==> config.mk <==
export PLATFORM = sky130hd
export DESIGN_NAME = timer4_ctrl_flat
export DESIGN_NICKNAME = d
export VERILOG_FILES = /design/src/rtl/timer4_ctrl_if.sv /design/src/rtl/timer4_ctrl.sv /design/src/flat_wrapper.sv
export SDC_FILE = /design/constraint.sdc
export NUM_CORES = 1
export LEC_CHECK = 0
export ABC_AREA = 1
export CORE_UTILIZATION = 38
export CTS_CLUSTER_DIAMETER = 60
export DETAILED_ROUTE_END_ITERATION = 7
export DONT_BUFFER_PORTS = 1
export PLACE_DENSITY = 0.55
export SETUP_SLACK_MARGIN = 0.15
export SLEW_MARGIN = 5
export SYNTH_ARGS = -nofsm -noshare
export SYNTH_HDL_FRONTEND = slang
export SYNTH_SLANG_ARGS = --single-unit
export TNS_END_PERCENT = 50
==> constraint.sdc <==
create_clock -name clk -period 1.6 [get_ports clk]
set_input_delay 0.16 -clock clk [delete_from_list [all_inputs] [get_ports clk]]
set_output_delay 0.16 -clock clk [all_outputs]
set_load 0.02 [all_outputs]
==> src/rtl/timer4_ctrl_if.sv <==
// ---------------------------------------------------------------------------
// timer4_ctrl_if
//   Command channel between a host command source and timer4_ctrl.
//   Ports (signals):
//     valid  host -> ctrl  command present
//     ready  ctrl -> host  controller can accept a command
//     op     host -> ctrl  opcode: 00 NOP, 01 LOAD, 10 START one-shot,
//                          11 START periodic
//     data   host -> ctrl  period value carried by LOAD
//   Modports: master (host side), slave (controller side).
// ---------------------------------------------------------------------------
interface timer4_ctrl_if #(
  parameter int WIDTH = 4
) ();
  logic             valid;
  logic             ready;
  logic [1:0]       op;
  logic [WIDTH-1:0] data;

  modport master (output valid, output op, output data, input ready);
  modport slave  (input valid, input op, input data, output ready);
endinterface

==> src/rtl/timer4_ctrl.sv <==
// ---------------------------------------------------------------------------
// timer4_ctrl
//   Sequencing controller for a 4-bit counter datapath. Accepts LOAD/START
//   commands over a valid/ready channel, gates counter increments through
//   an optional prescaler, flags terminal count, and runs either one-shot
//   or auto-reload (periodic).
//
//   Build option: define TIMER4_CTRL_PRESCALE_EN to include the prescaler.
//   Without it the pre/DIVR registers are absent, div is ignored and the
//   counter ticks on every RUN cycle.
//
//   Ports:
//     clk     in   rising-edge clock
//     resetn  in   synchronous active-low reset
//     cmd     slave modport of timer4_ctrl_if (valid/ready/op/data)
//     div     in   prescale divisor, captured on START
//     stop    in   level abort back to IDLE
//     tick    out  increment strobe to the counter datapath
//     o       out  current count
//     cout    out  one-cycle terminal-count pulse
//     busy    out  high while running
//     done    out  high once a one-shot run has completed
// ---------------------------------------------------------------------------
module timer4_ctrl #(
  parameter int WIDTH = 4,
  parameter int PRE_W = 8
) (
  input  logic             clk,
  input  logic             resetn,
  timer4_ctrl_if.slave     cmd,
  input  logic [PRE_W-1:0] div,
  input  logic             stop,
  output logic             tick,
  output logic [WIDTH-1:0] o,
  output logic             cout,
  output logic             busy,
  output logic             done
);

  typedef enum logic [1:0] {
    S_IDLE = 2'd0,
    S_RUN  = 2'd1,
    S_DONE = 2'd2
  } state_t;

  localparam logic [1:0] OP_LOAD     = 2'b01;
  localparam logic [1:0] OP_ONESHOT  = 2'b10;
  localparam logic [1:0] OP_PERIODIC = 2'b11;

  state_t           state;
  logic [WIDTH-1:0] period;
  logic             mode;
  logic             ready_r;
  logic             busy_r;
  logic             done_r;
  logic             accept;
  logic             terminal;

`ifdef TIMER4_CTRL_PRESCALE_EN
  logic [PRE_W-1:0] divr;
  logic [PRE_W-1:0] pre;

  // The prescaler counts 0..DIVR; the counter advances on the wrap cycle.
  assign tick = (state == S_RUN) && (pre == divr);
`else
  logic unused_div;

  assign unused_div = ^div;
  assign tick       = (state == S_RUN);
`endif

  assign accept   = cmd.valid && ready_r;
  assign terminal = tick && (o == period);

  // A same-cycle abort or reset swallows the terminal-count pulse.
  assign cout = terminal && !stop && resetn;

  assign cmd.ready = ready_r;
  assign busy      = busy_r;
  assign done      = done_r;

  // Single FSM: state, datapath registers and the registered status flags
  // (ready/busy/done) all move together so the flags always match state.
  always_ff @(posedge clk) begin
    if (!resetn) begin
      state   <= S_IDLE;
      period  <= '0;
      mode    <= 1'b0;
      o       <= '0;
      ready_r <= 1'b1;
      busy_r  <= 1'b0;
      done_r  <= 1'b0;
`ifdef TIMER4_CTRL_PRESCALE_EN
      pre     <= '0;
      divr    <= '0;
`endif
    end else begin
      case (state)
        S_RUN: begin
          if (stop) begin
            state   <= S_IDLE;
            o       <= '0;
            ready_r <= 1'b1;
            busy_r  <= 1'b0;
            done_r  <= 1'b0;
`ifdef TIMER4_CTRL_PRESCALE_EN
            pre     <= '0;
`endif
          end else if (tick) begin
`ifdef TIMER4_CTRL_PRESCALE_EN
            pre <= '0;
`endif
            if (o == period) begin
              // Periodic reloads from zero; one-shot parks at PERIOD.
              if (mode) begin
                o <= '0;
              end else begin
                state   <= S_DONE;
                ready_r <= 1'b1;
                busy_r  <= 1'b0;
                done_r  <= 1'b1;
              end
            end else begin
              o <= o + 1'b1;
            end
          end
`ifdef TIMER4_CTRL_PRESCALE_EN
          else begin
            pre <= pre + 1'b1;
          end
`endif
        end

        default: begin
          // IDLE and DONE accept commands; abort only matters from DONE.
          if (stop && (state == S_DONE)) begin
            state   <= S_IDLE;
            o       <= '0;
            ready_r <= 1'b1;
            busy_r  <= 1'b0;
            done_r  <= 1'b0;
`ifdef TIMER4_CTRL_PRESCALE_EN
            pre     <= '0;
`endif
          end else if (accept) begin
            case (cmd.op)
              OP_LOAD: begin
                period <= cmd.data;
              end
              OP_ONESHOT, OP_PERIODIC: begin
                state   <= S_RUN;
                mode    <= cmd.op[0];
                o       <= '0;
                ready_r <= 1'b0;
                busy_r  <= 1'b1;
                done_r  <= 1'b0;
`ifdef TIMER4_CTRL_PRESCALE_EN
                pre     <= '0;
                divr    <= div;
`endif
              end
              default: begin
              end
            endcase
          end
        end
      endcase
    end
  end

endmodule

==> src/flat_wrapper.sv <==
// flat-port wrapper written by rule: the top's interface ports become plain ports
module timer4_ctrl_flat 
#(
  parameter int WIDTH = 4,
  parameter int PRE_W = 8
)
  (clk, resetn, div, stop, tick, o, cout, busy, done, cmd_valid, cmd_op, cmd_data, cmd_ready);
  timer4_ctrl_if #(.WIDTH(WIDTH)) cmd_i ();
  input  logic clk;
  input  logic resetn;
  input  logic [PRE_W-1:0] div;
  input  logic stop;
  output logic tick;
  output logic [WIDTH-1:0] o;
  output logic cout;
  output logic busy;
  output logic done;
  input wire logic [$bits(cmd_i.valid)-1:0] cmd_valid;
  input wire logic [$bits(cmd_i.op)-1:0] cmd_op;
  input wire logic [$bits(cmd_i.data)-1:0] cmd_data;
  output wire logic [$bits(cmd_i.ready)-1:0] cmd_ready;
  assign cmd_i.valid = cmd_valid;
  assign cmd_i.op = cmd_op;
  assign cmd_i.data = cmd_data;
  assign cmd_ready = cmd_i.ready;
  timer4_ctrl #(.WIDTH(WIDTH), .PRE_W(PRE_W)) u_core (.clk(clk), .resetn(resetn), .cmd(cmd_i), .div(div), .stop(stop), .tick(tick), .o(o), .cout(cout), .busy(busy), .done(done));
endmodule
# After elaboration in Yosys (flattened, before gate mapping)
# Index checks and enable logic that the tools add are counted.
[word_totals]
register_bits = 14
latchBits = 0
mem_bits_rw = 0
romBits = 0
mem_count = 0
[classes]
n_addsub = 1
mul = 0
n_div = 0
order_cmp = 0
eq_ne = 9
shift = 0
muxes = 31
bitwise = 2
reduce_logical = 13
[op_table]
columns = ["op", "n"]
rows = [
  ["$mux W4", 7],
  ["$mux W1", 17],
  ["$mux W2", 7],
  ["$reduce_and A4 Y1", 3],
  ["$eq A2 B2 Y1 const B", 3],
  ["$ne A3 B3 Y1 const B", 2],
  ["$reduce_bool A3 Y1", 2],
  ["$logic_and A1 B1 Y1", 5],
  ["$add A4 B1 Y4 const B", 1],
  ["$eq A2 B1 Y1 const B", 2],
  ["$eq A4 B4 Y1", 1],
  ["$ne A4 B4 Y1 const B", 1],
  ["$reduce_and A3 Y1", 1],
  ["$not A1 Y1", 2],
  ["$reduce_or A2 Y1", 1],
  ["$logic_not A1 Y1", 1],
]

# Logic depth before layout (Yosys ltp)
# Gate-level depths: netlist of run 1.
[depth]
depth_word = 6
depth_mapped = 9
mapped_depth_nobuf = 9

# Least setup slack after synthesis of run 1
# OpenSTA, ideal clock, no wires.
[synth_path]
kind = "register -> output"
start = "register u_core.o[0]"
end = "output cout"
arrival_time_ps = 1538
required_time_ps = 1440
slack_ps = -98
stages_incl_launch_ff = 7
cell_sequence = "dfxtp_1 > inv_1 > nand2_1 > nand2_1 > nor2_2 > nand2_2 > nor4_1"
[synth_between]
elab_chain_cells = 4
[synth_rtl]
columns = ["item", "line", "source"]
rows = [
  ["start, declared", "timer4_ctrl.sv:34", "output logic [WIDTH-1:0] o,"],
  ["start signal, assigned", "timer4_ctrl.sv:124", "o <= o + 1'b1;"],
  ["$eq A4 B4 Y1", "timer4_ctrl.sv:73", "assign terminal = tick && (o == period);"],
  ["$logic_and A1 B1 Y1", "timer4_ctrl.sv:73", ""],
  ["$logic_and A1 B1 Y1 (2 in series)", "timer4_ctrl.sv:76", "assign cout = terminal && !stop && resetn;"],
  ["end, declared", "flat_wrapper.sv:15", "output logic cout;"],
]
# No other way between the ends.

# Worst setup path in the final report of run 1
# Same ends and word-level chain as after synthesis.

==> impl_metrics.prom, run 1 <==
# TYPE chip_impl_metric gauge
chip_impl_metric{name="drtPass1Iterations",unit=""} 4
chip_impl_metric{name="hold_slack",unit="ns"} 0.0152
chip_impl_info{name="final_common_cell",value="nand2_1"} 1
chip_impl_info{name="critPathSlowestCell",value="dfxtp_4"} 1
chip_impl_info{name="crit_path_start_kind",value="flop"} 1
chip_impl_metric{name="synth_nets",unit=""} 110
chip_impl_metric{name="cp_data_required_time",unit="ns"} 1.44
chip_impl_info{name="setup_repair_after_global_routing_missed_its_margin",value="yes"} 1
chip_impl_metric{name="finalCoreUtilization",unit=""} 0.558
chip_impl_metric{name="grt_pass1_vias",unit=""} 565
chip_impl_metric{name="critical_path.max_fanout",unit=""} 4
chip_impl_metric{name="cp.arrival",unit="ns"} 1.32
chip_impl_metric{name="finalWirelength",unit="mm"} 1.41
chip_impl_metric{name="grt_first_pass_wirelength",unit="mm"} 2.38
chip_impl_info{name="timing.hold.worst.class",value="in -> reg"} 1
chip_impl_metric{name="worst_clock_skew",unit="ns"} 0.00147
chip_impl_metric{name="grt_util_all_layers",unit=""} 0.173
chip_impl_metric{name="area_growth_syn_to_layout",unit="%"} 33.9
chip_impl_metric{name="layout-drive-gt1-share",unit=""} 0.351
chip_impl_metric{name="die-height",unit="µm"} 43.1
chip_impl_metric{name="post_drt_via_cell_ratio",unit=""} 4.87
chip_impl_metric{name="clock_pin_slew_on_the_worst_setup_and_hold_paths",unit="ns"} 0.08
chip_impl_metric{name="synth_cells",unit=""} 91
chip_impl_metric{name="postSynthRegisterBits",unit=""} 12
chip_impl_metric{name="dieArea",unit="µm²"} 1860
chip_impl_metric{name="period_minus_slack",unit="ns"} 1.48
chip_impl_metric{name="power_density",unit="nW/µm²"} 830
chip_impl_metric{name="tightestPinTransition",unit="ns"} 0.370
chip_impl_info{name="crit_path_cell_trace",value="inv_2, nand2_1, nand2_1, nor2_2, nand2_2, nor4_4"} 1
chip_impl_metric{name="multiInputGateArea",unit="µm²"} 370
chip_impl_info{name="ys_top_cells_by_area",value="dfxtp_1 (37%), nand2_1 (13%), inv_1 (8.8%)"} 1
chip_impl_info{name="most-common-layout-cells",value="nand2_1 (22), buf_4 (15), inv_1 (13)"} 1
chip_impl_metric{name="route.detailed.wl_per_inst",unit="µm"} 11.1
chip_impl_metric{name="worst-path-buf-inv",unit=""} 1
chip_impl_metric{name="gpl.final_weighted_congestion",unit=""} 0.764
chip_impl_metric{name="die_width",unit="µm"} 43.1
chip_impl_metric{name="drt_drc_violations_left",unit=""} 0
chip_impl_metric{name="antennaDiodeCount",unit=""} 0
chip_impl_metric{name="place_area",unit="µm²"} 731
chip_impl_metric{name="fin_total_pwr",unit="mW"} 0.715
chip_impl_metric{name="drt.antenna.violating_nets",unit=""} 0
chip_impl_metric{name="finish.net_count",unit=""} 131
chip_impl_metric{name="clock_sink_count",unit=""} 12
chip_impl_metric{name="design.portCount",unit=""} 27
chip_impl_metric{name="synthesis.area",unit="µm²"} 643
chip_impl_info{name="critPathMostFrequentCell",value="nand2_1"} 1
chip_impl_info{name="setup.worst_path.end_class",value="output port"} 1
chip_impl_metric{name="dp.cells",unit=""} 114
chip_impl_metric{name="power.ir.vdd_worst",unit="mV"} 0.527
chip_impl_metric{name="synth.yosys.seq_area_share",unit=""} 0.374
chip_impl_metric{name="setup_tns",unit="ns"} 0
chip_impl_metric{name="port_buffers",unit=""} 0
chip_impl_metric{name="finalInstanceArea",unit="µm²"} 861
chip_impl_metric{name="leakage_dissipation",unit="nW"} 0.376
chip_impl_metric{name="antenna_violations_before_repair",unit=""} 0
chip_impl_metric{name="place_worst_setup_slack",unit="ns"} 0.226
chip_impl_metric{name="max_stage_delay",unit="ns"} 0.37
chip_impl_info{name="timing.critical_path.max_delay_family",value="simple AND/OR/NAND/NOR gates"} 1
chip_impl_metric{name="fillers",unit=""} 156
chip_impl_metric{name="synth_area_per_cell",unit="µm²"} 7.07
chip_impl_info{name="crit_type",value="reg -> out"} 1
chip_impl_info{name="synthDominantAreaCellType",value="dfxtp_1"} 1
chip_impl_metric{name="std_cell_rows",unit=""} 14
chip_impl_info{name="status",value="completed"} 1
chip_impl_info{name="cts_tree",value="yes"} 1
chip_impl_metric{name="synth_top_area_frac",unit=""} 0.374
chip_impl_metric{name="clk_latency",unit="ns"} 0.27
chip_impl_metric{name="timing.final.max_slew_violations",unit=""} 0
chip_impl_info{name="clock-root-buffer",value="clkbuf_4"} 1
chip_impl_metric{name="relSlewSlack",unit=""} 0.751
chip_impl_metric{name="fin_crit_sh",unit=""} 0.924
chip_impl_metric{name="grt_start_max_net_pins",unit=""} 9
chip_impl_metric{name="htree_levels",unit=""} 1
chip_impl_metric{name="fmax",unit="MHz"} 677
chip_impl_metric{name="synth-warning-count",unit=""} 0
chip_impl_metric{name="globalRoute.totalOverflow",unit=""} 0
chip_impl_metric{name="final_critical_path_setup_slack",unit="ns"} 0.122
chip_impl_metric{name="dp_hpwl",unit="mm"} 1.06
chip_impl_metric{name="core_region_area",unit="µm²"} 1540
chip_impl_metric{name="max-cap-violations",unit=""} 0
chip_impl_metric{name="cts_made_buffers",unit=""} 3
chip_impl_metric{name="max-clock-path-buffers",unit=""} 2
chip_impl_metric{name="final-seq-area",unit="µm²"} 255
chip_impl_metric{name="hold_violations",unit=""} 0
chip_impl_metric{name="final-setup-viol-count",unit=""} 0
chip_impl_metric{name="post_synth_num_cell_types",unit=""} 19
chip_impl_metric{name="start_util",unit=""} 0.417
chip_impl_metric{name="vias",unit=""} 618
chip_impl_metric{name="stdcell_count",unit=""} 127
chip_impl_metric{name="dr.first_iter.drc_count",unit=""} 3
[flip-flops by register name, summed over array words and instances, names as in the netlist]
signal,cells
u_core.cmd.ready,1
u_core.mode,1
u_core.o,4
u_core.period,4
u_core.state,2
[routing by layer]
| layer | GRT usage | up-vias | share of wire |
|---|---|---|---|
| met1 | 0.223 | 270 | 0.48 |
| met3 | 0.0340 | 2 | 0.043 |
| met4 | 0.109 | 0 | 0.0071 |
| li1 | - | 334 | - |
| met2 | 0.260 | 12 | 0.47 |
| met5 | 0 | - | 0 |
[final cells by class]
type / count / area share
repair buffers: 16 / 0.142
inverters: 15 / 0.0654
flip-flops and latches: 12 / 0.297
multi-input cells: 64 / 0.430
well taps: 16 / 0.0233
clock buffers: 4 / 0.0422
[path summary, 6_finish.rpt]
check	to	slack, ns	depth (start not counted)	startpoint
hold / removal	u_core.period[0]	0.02	2	resetn
hold reg to reg	u_core.period[3]	0.46	2	u_core.period[3]
setup reg to reg	u_core.state[0]	0.16	11	u_core.o[0]
setup / recovery	cout	0.12	6	u_core.o[0]
[worst register-to-register path, stage by stage, from the launching register on]
cell and delay [ns]:
dfxtp_4 0.37, inv_2 0.04, nand2_1 0.06, nand2_1 0.06
nor2_2 0.15, nand2_2 0.09, buf_4 0.14, buf_4 0.14
nand2_2 0.07, nand3_2 0.09, nand2_1 0.07, a21oi_1 0.05
[timing repair]
item                                    in CTS  in global routing
gates resized for setup                     10                  3
hold buffers                                 1                  0
setup buffers                                6                  2
pin swaps                                    5                  6
endpoints found under the setup margin       1                  4
endpoints found under the hold margin        1                  0
[cell families (layout without fill, tap and decap cells)]
kind of cell / after synthesis / after routing / share of synthesized area
compound gates: 16 / 16 / 0.125
xor+xnor: 2 / 2 / 0.0272
fa+ha+maj: 1 / 1 / 0.0195
buf+inv: 15 / 35 / 0.0875
flops: 12 / 12 / 0.374
simple gates: 45 / 45 / 0.368
[Yosys cell counts (all sizes together)]
cell   instances
nand3          5
dfxtp         12
o21ai          5
nand4          5
inv           15
or2            2
nor2           5
a21oi         11
xor2           2
nor4           1
ha             1
nand2         27
[power breakdown]
part | switching [mW] | internal, mW | total [mW] | leakage, nW
clock | 0.106 | 0.138 | 0.244 | 0.0210
combinational | 0.0912 | 0.0612 | 0.152 | 0.253
sequential | 0.00865 | 0.310 | 0.318 | 0.102
Power figures use the tool's default switching activity.
==> inputs of run 2 (changes only) <==
--- a/config.mk
+++ b/config.mk
@@ -6,6 +6,7 @@
 export NUM_CORES = 1
 export LEC_CHECK = 0
 export ABC_AREA = 1
+export CORE_MARGIN = 2
 export CORE_UTILIZATION = 38
 export CTS_CLUSTER_DIAMETER = 60
 export DETAILED_ROUTE_END_ITERATION = 7
==> run 2 against run 1 <==
Effect of this change:
- design area fell by 1.0%
- total power fell by 0.86%
- global-route usage fell by 0.32 points
- utilization fell by 0.57 points
- first-iteration DRC count rose to 4.3 times the previous value
- sequential share of layout area rose by 0.16 points
- via count rose by 1.1%
- count of clock-buffer cells in the layout did not move
- critical endpoint unchanged
==> impl_metrics.prom, run 2 (synthesis results as in run 1) <==
# TYPE chip_impl_metric gauge
chip_impl_info{name="status",value="completed"} 1
chip_impl_metric{name="vias",unit=""} 625
chip_impl_metric{name="critical_path.max_fanout",unit=""} 4
chip_impl_metric{name="area_growth_syn_to_layout",unit="%"} 32.5
chip_impl_metric{name="final-setup-viol-count",unit=""} 0
chip_impl_metric{name="internal-power",unit="mW"} 0.503
chip_impl_metric{name="stdcell_count",unit=""} 126
chip_impl_metric{name="timing.final.max_slew_violations",unit=""} 0
chip_impl_metric{name="fin_crit_sh",unit=""} 0.918
chip_impl_metric{name="start_util",unit=""} 0.417
chip_impl_metric{name="fillers",unit=""} 156
chip_impl_metric{name="layout-drive-gt1-share",unit=""} 0.327
chip_impl_metric{name="antenna_violations_before_repair",unit=""} 0
chip_impl_metric{name="clockPowerShare",unit=""} 0.344
chip_impl_metric{name="met3_length",unit="µm"} 70
chip_impl_info{name="crit_type",value="reg -> out"} 1
chip_impl_metric{name="finish.net_count",unit=""} 130
chip_impl_metric{name="design.portCount",unit=""} 27
chip_impl_metric{name="drt.antenna.violating_nets",unit=""} 0
chip_impl_metric{name="grt_pass1_vias",unit=""} 600
chip_impl_metric{name="worst_clock_skew",unit="ns"} 0.00383
chip_impl_metric{name="die-height",unit="µm"} 45.1
chip_impl_metric{name="finalWirelength",unit="mm"} 1.50
chip_impl_metric{name="power.share.combinational",unit=""} 0.206
chip_impl_metric{name="max-cap-violations",unit=""} 0
chip_impl_metric{name="clock_pin_slew_on_the_worst_setup_and_hold_paths",unit="ns"} 0.08
chip_impl_info{name="timing.hold.worst.class",value="in -> reg"} 1
chip_impl_metric{name="fmax",unit="MHz"} 681
chip_impl_metric{name="tightestPinTransition",unit="ns"} 0.370
chip_impl_metric{name="power_switching_share",unit=""} 0.290
chip_impl_metric{name="place_area",unit="µm²"} 731
chip_impl_metric{name="period_minus_slack",unit="ns"} 1.47
chip_impl_metric{name="clock_sink_count",unit=""} 12
chip_impl_metric{name="cp.arrival",unit="ns"} 1.31
chip_impl_metric{name="p_seq_frac",unit=""} 0.449
chip_impl_metric{name="grt_first_pass_wirelength",unit="mm"} 2.50
chip_impl_metric{name="cp_data_required_time",unit="ns"} 1.44
chip_impl_metric{name="grt_start_max_net_pins",unit=""} 9
chip_impl_metric{name="max-clock-path-buffers",unit=""} 2
chip_impl_info{name="most-common-layout-cells",value="nand2_1 (22), inv_1 (14), buf_4 (14)"} 1
chip_impl_metric{name="cts_made_buffers",unit=""} 3
chip_impl_info{name="final_common_cell",value="nand2_1"} 1
chip_impl_metric{name="clk_latency",unit="ns"} 0.27
chip_impl_metric{name="htree_levels",unit=""} 1
chip_impl_info{name="cts_tree",value="yes"} 1
chip_impl_metric{name="finalInstanceArea",unit="µm²"} 852
chip_impl_info{name="setup_repair_after_global_routing_missed_its_margin",value="yes"} 1
chip_impl_metric{name="dieArea",unit="µm²"} 2040
chip_impl_metric{name="power.net_switching",unit="mW"} 0.205
chip_impl_metric{name="hold_violations",unit=""} 0
chip_impl_metric{name="die_width",unit="µm"} 45.1
chip_impl_metric{name="globalRoute.totalOverflow",unit=""} 0
chip_impl_info{name="setup.worst_path.end_class",value="output port"} 1
chip_impl_metric{name="drt_drc_violations_left",unit=""} 0
chip_impl_metric{name="port_buffers",unit=""} 0
chip_impl_info{name="crit_path_start_kind",value="flop"} 1
chip_impl_metric{name="power.ir.vdd_worst",unit="mV"} 0.408
chip_impl_metric{name="dr.first_iter.drc_count",unit=""} 13
chip_impl_metric{name="relSlewSlack",unit=""} 0.752
chip_impl_metric{name="grt_util_all_layers",unit=""} 0.170
chip_impl_metric{name="dp.cells",unit=""} 114
chip_impl_metric{name="setup_tns",unit="ns"} 0
chip_impl_metric{name="detailroute.wirelength.met2",unit="µm"} 719
chip_impl_metric{name="dp_hpwl",unit="mm"} 1.07
chip_impl_metric{name="leakage_dissipation",unit="nW"} 0.370
chip_impl_info{name="clock-root-buffer",value="clkbuf_4"} 1
chip_impl_metric{name="antennaDiodeCount",unit=""} 0
chip_impl_metric{name="power_density",unit="nW/µm²"} 832
chip_impl_metric{name="routedLengthMet1",unit="µm"} 697
chip_impl_info{name="top_regs",value="u_core.o (4), u_core.period (4), u_core.state (2)"} 1
chip_impl_metric{name="route.detailed.wl_per_inst",unit="µm"} 11.9
chip_impl_metric{name="gpl.final_weighted_congestion",unit=""} 0.740
chip_impl_metric{name="std_cell_rows",unit=""} 14
chip_impl_metric{name="core_region_area",unit="µm²"} 1540
chip_impl_metric{name="drtPass1Iterations",unit=""} 4
chip_impl_metric{name="post_drt_via_cell_ratio",unit=""} 4.96
chip_impl_info{name="top_layer_used",value="met4"} 1
[run 2: cell count changes in the layout (fill, tap and decap cells not counted), sizes merged]
cell and change:
buf -1
[run 2: path summary, 6_finish.rpt]
kind,startpoint,endpoint,slack (ns),depth (start not counted)
max,u_core.o[0],cout,0.13,6
max reg2reg,u_core.o[0],u_core.state[0],0.27,10
min,resetn,u_core.period[1],0.01,2
min reg2reg,u_core.period[3],u_core.period[3],0.47,2
[run 2: cell type report]
type / count / area (µm²) / area share
clock buffer: 4 / 36.3 / 0.0426
inverter: 15 / 56.3 / 0.0661
multi-input combinational: 64 / 370 / 0.435
sequential: 12 / 254 / 0.298
tap: 16 / 20.0 / 0.0235
timing repair buffer: 15 / 115 / 0.135
[run 2: metal layers]
| layer | global-route usage | vias to the layer above |
|---|---|---|
| li1 | - | 333 |
| met1 | 0.211 | 277 |
| met2 | 0.291 | 13 |
| met3 | 0.0240 | 2 |
| met4 | 0.0706 | 0 |
| met5 | 0 | - |
[run 2: power by group through the flow]
stage / Combinational (mW) / Clock (mW) / Sequential [mW]
after global placement: 0.125 / 0 / 0.329
after floorplan: 0.0880 / 0 / 0.340
after CTS: 0.142 / 0.252 / 0.318
final: 0.146 / 0.244 / 0.319
after detailed placement: 0.127 / 0 / 0.330
after global routing: 0.162 / 0.263 / 0.320
[run 2: worst max-delay path: stages (launching register included)]
cell and delay [ns]:
dfxtp_4 0.37, inv_2 0.04, nand2_1 0.05, nand2_1 0.06
nor2_2 0.15, nand2_2 0.10, nor4_4 0.28
[run 2: per-stage QoR]
stage          setup slack (ns)  power (mW)  utilization  hold slack, ns
3_3_place_gp              0.243       0.454        0.474           0.254
3_5_place_dp              0.238       0.457        0.474           0.258
5_1_grt                  0.0610       0.746        0.553          0.0202
6_report                  0.132       0.709        0.553          0.0114
2_1_floorplan             0.249       0.428            -           0.245
4_1_cts                 0.00168       0.713        0.537         0.00871
[run 2: what timing repair did]
action                                  CTS  global route
endpoints found under the setup margin    1             5
pin swaps                                 3             6
resized for setup                         9             2
hold endpoints to repair                  1             0
buffers inserted                          5             2
hold buffers                              1             0
==> inputs of run 3 (changes only) <==
--- a/config.mk
+++ b/config.mk
@@ -6,6 +6,7 @@
 export NUM_CORES = 1
 export LEC_CHECK = 0
 export ABC_AREA = 1
+export CORE_ASPECT_RATIO = 1.2
 export CORE_MARGIN = 2
 export CORE_UTILIZATION = 38
 export CTS_CLUSTER_DIAMETER = 60
==> run 3 against run 2 <==
Effect of this change:
- count of clock-buffer cells in the layout decreased by 1
- routed wire length increased by 4.1%
- via count grew 3.7%
- sequential power is essentially flat
- setup slack lost 0.034 ns
- worst hold slack gained 0.0096 ns
- cell count grew 4.0%
- fmax down 2.3%
- critical endpoint unchanged
- highest routed layer unchanged
==> impl_metrics.prom, run 3 (synthesis results as in run 1) <==
# TYPE chip_impl_metric gauge
chip_impl_metric{name="grt_first_pass_wirelength",unit="mm"} 2.53
chip_impl_metric{name="post_drt_via_cell_ratio",unit=""} 4.95
chip_impl_metric{name="finalCoreUtilization",unit=""} 0.551
chip_impl_info{name="crit_path_start_kind",value="flop"} 1
chip_impl_metric{name="die_width",unit="µm"} 41.6
chip_impl_info{name="crit_type",value="reg -> out"} 1
chip_impl_metric{name="cts_made_buffers",unit=""} 3
chip_impl_info{name="reg2reg_to",value="u_core.o[1]"} 1
chip_impl_metric{name="antennaDiodeCount",unit=""} 0
chip_impl_metric{name="clock_sink_count",unit=""} 12
chip_impl_metric{name="setup_tns",unit="ns"} 0
chip_impl_metric{name="finalInstanceArea",unit="µm²"} 882
chip_impl_metric{name="core_region_area",unit="µm²"} 1600
chip_impl_metric{name="power.ir.vdd_worst",unit="mV"} 0.413
chip_impl_metric{name="dp_hpwl",unit="mm"} 1.07
chip_impl_metric{name="start_util",unit=""} 0.402
chip_impl_metric{name="dr.first_iter.drc_count",unit=""} 5
chip_impl_metric{name="die-height",unit="µm"} 49.1
chip_impl_metric{name="place_area",unit="µm²"} 741
chip_impl_metric{name="grt_pass1_vias",unit=""} 629
chip_impl_info{name="clock-root-buffer",value="clkbuf_4"} 1
chip_impl_metric{name="timing.reg2reg.setup_slack",unit="ns"} 0.1
chip_impl_metric{name="power_density",unit="nW/µm²"} 766
chip_impl_metric{name="relSlewSlack",unit=""} 0.753
chip_impl_info{name="status",value="completed"} 1
chip_impl_metric{name="period_minus_slack",unit="ns"} 1.50
chip_impl_metric{name="globalRoute.totalOverflow",unit=""} 0
chip_impl_metric{name="drt.antenna.violating_nets",unit=""} 0
chip_impl_info{name="top_regs",value="u_core.o (4), u_core.period (4), u_core.state (2)"} 1
chip_impl_metric{name="htree_levels",unit=""} 1
chip_impl_metric{name="layout-drive-gt1-share",unit=""} 0.398
chip_impl_metric{name="drtPass1Iterations",unit=""} 4
chip_impl_metric{name="timing.final.max_slew_violations",unit=""} 0
chip_impl_metric{name="max-clock-path-buffers",unit=""} 2
chip_impl_metric{name="cp_data_required_time",unit="ns"} 1.44
chip_impl_metric{name="dp.cells",unit=""} 117
chip_impl_metric{name="route.detailed.wl_per_inst",unit="µm"} 11.9
chip_impl_metric{name="fin_crit_sh",unit=""} 0.939
chip_impl_metric{name="max-cap-violations",unit=""} 0
chip_impl_metric{name="clock_pin_slew_on_the_worst_setup_and_hold_paths",unit="ns"} 0.07
chip_impl_info{name="critPathCapture",value="cout"} 1
chip_impl_info{name="setup.worst_path.end_class",value="output port"} 1
chip_impl_metric{name="port_buffers",unit=""} 0
chip_impl_metric{name="fmax",unit="MHz"} 666
chip_impl_metric{name="finish.net_count",unit=""} 134
chip_impl_metric{name="clk_latency",unit="ns"} 0.27
chip_impl_metric{name="critical_path.max_fanout",unit=""} 3
chip_impl_metric{name="std_cell_rows",unit=""} 16
chip_impl_metric{name="drt_drc_violations_left",unit=""} 0
chip_impl_metric{name="hold_violations",unit=""} 0
chip_impl_metric{name="area_growth_syn_to_layout",unit="%"} 37.2
chip_impl_metric{name="antenna_violations_before_repair",unit=""} 0
chip_impl_info{name="setup_repair_after_global_routing_missed_its_margin",value="yes"} 1
chip_impl_metric{name="tightestPinTransition",unit="ns"} 0.368
chip_impl_info{name="timing.hold.worst.class",value="in -> reg"} 1
chip_impl_metric{name="worst_clock_skew",unit="ns"} 0.00534
chip_impl_info{name="crit_path_start",value="u_core.o[0]"} 1
chip_impl_info{name="most-common-layout-cells",value="nand2_1 (21), buf_4 (15), inv_1 (12)"} 1
chip_impl_metric{name="gpl.final_weighted_congestion",unit=""} 0.700
chip_impl_metric{name="grt_util_all_layers",unit=""} 0.163
chip_impl_info{name="worst_r2r_startpoint",value="u_core.o[0]"} 1
chip_impl_metric{name="dieArea",unit="µm²"} 2040
chip_impl_metric{name="design.portCount",unit=""} 27
chip_impl_metric{name="stdcell_count",unit=""} 131
chip_impl_metric{name="leakage_dissipation",unit="nW"} 0.394
chip_impl_metric{name="vias",unit=""} 648
chip_impl_metric{name="cp.arrival",unit="ns"} 1.34
chip_impl_info{name="cts_tree",value="yes"} 1
chip_impl_info{name="final_common_cell",value="nand2_1"} 1
chip_impl_metric{name="worst_r2r_path_depth",unit=""} 12
chip_impl_metric{name="grt_start_max_net_pins",unit=""} 9
chip_impl_metric{name="final-setup-viol-count",unit=""} 0
chip_impl_metric{name="finalWirelength",unit="mm"} 1.56
[run 3: cell count changes in the layout (fill, tap and decap cells not counted), moves of 2 or more]
cell     change
inv_2        +2
buf_6        +3
inv_1        -2
a21oi_2      +2
a21oi_1      -2
dfxtp_2      +2
[run 3: report_power, final]
group | switching, mW | leakage (nW) | internal [mW] | total, mW
sequential | 0.00886 | 0.101 | 0.311 | 0.320
clock | 0.0957 | 0.0138 | 0.0871 | 0.183
combinational | 0.0979 | 0.279 | 0.0750 | 0.173
total | 0.202 | 0.394 | 0.473 | 0.676
[run 3: worst min-delay path by stage]
stage,startpoint,endpoint,depth (start not counted)
final,resetn,u_core.period[2],2
after floorplan,resetn,u_core.cmd.ready,1
after global placement,resetn,u_core.cmd.ready,1
after detailed placement,resetn,u_core.cmd.ready,1
after CTS,resetn,u_core.period[2],2
after global routing,resetn,u_core.mode,2
[run 3: per-stage QoR]
stage          total power [mW]  hold WS (ns)  setup WS (ns)
6_report                  0.676        0.0210         0.0975
4_1_cts                   0.664        0.0224         0.0163
3_5_place_dp              0.458         0.249          0.237
3_3_place_gp              0.456         0.258          0.259
5_1_grt                   0.716        0.0298       -0.00408
2_1_floorplan             0.428         0.245          0.249
[run 3: worst max-delay path, stage by stage, from the launching register on]
cell and delay, ns:
dfxtp_2 0.35, inv_2 0.04, nand2_1 0.04, nand2_1 0.06, nor2_2 0.12, buf_4 0.12, nand2_2 0.07, nor4_4 0.28
[run 3: area by class of cell]
type / count / area (µm²)
multi-input combinational: 64 / 372
tap: 18 / 22.5
timing repair buffer: 19 / 156
inverter: 15 / 56.3
clock buffer: 3 / 22.5
sequential: 12 / 253
fill: 166 / 719
[run 3: repair_timing]
action / CTS / global route
hold endpoints to repair: 1 / 0
setup buffers: 8 / 2
hold buffers: 1 / 0
gates resized for setup: 9 / 10
pin swaps: 7 / 8
endpoints found under the setup margin: 1 / 8
[run 3: per-layer routing]
layer / GRT usage / part of all wire / up-vias
li1: - / - / 340
met1: 0.155 / 0.38 / 288
met2: 0.297 / 0.53 / 16
met3: 0.0630 / 0.060 / 4
met4: 0.0806 / 0.026 / 0
met5: 0 / 0 / -
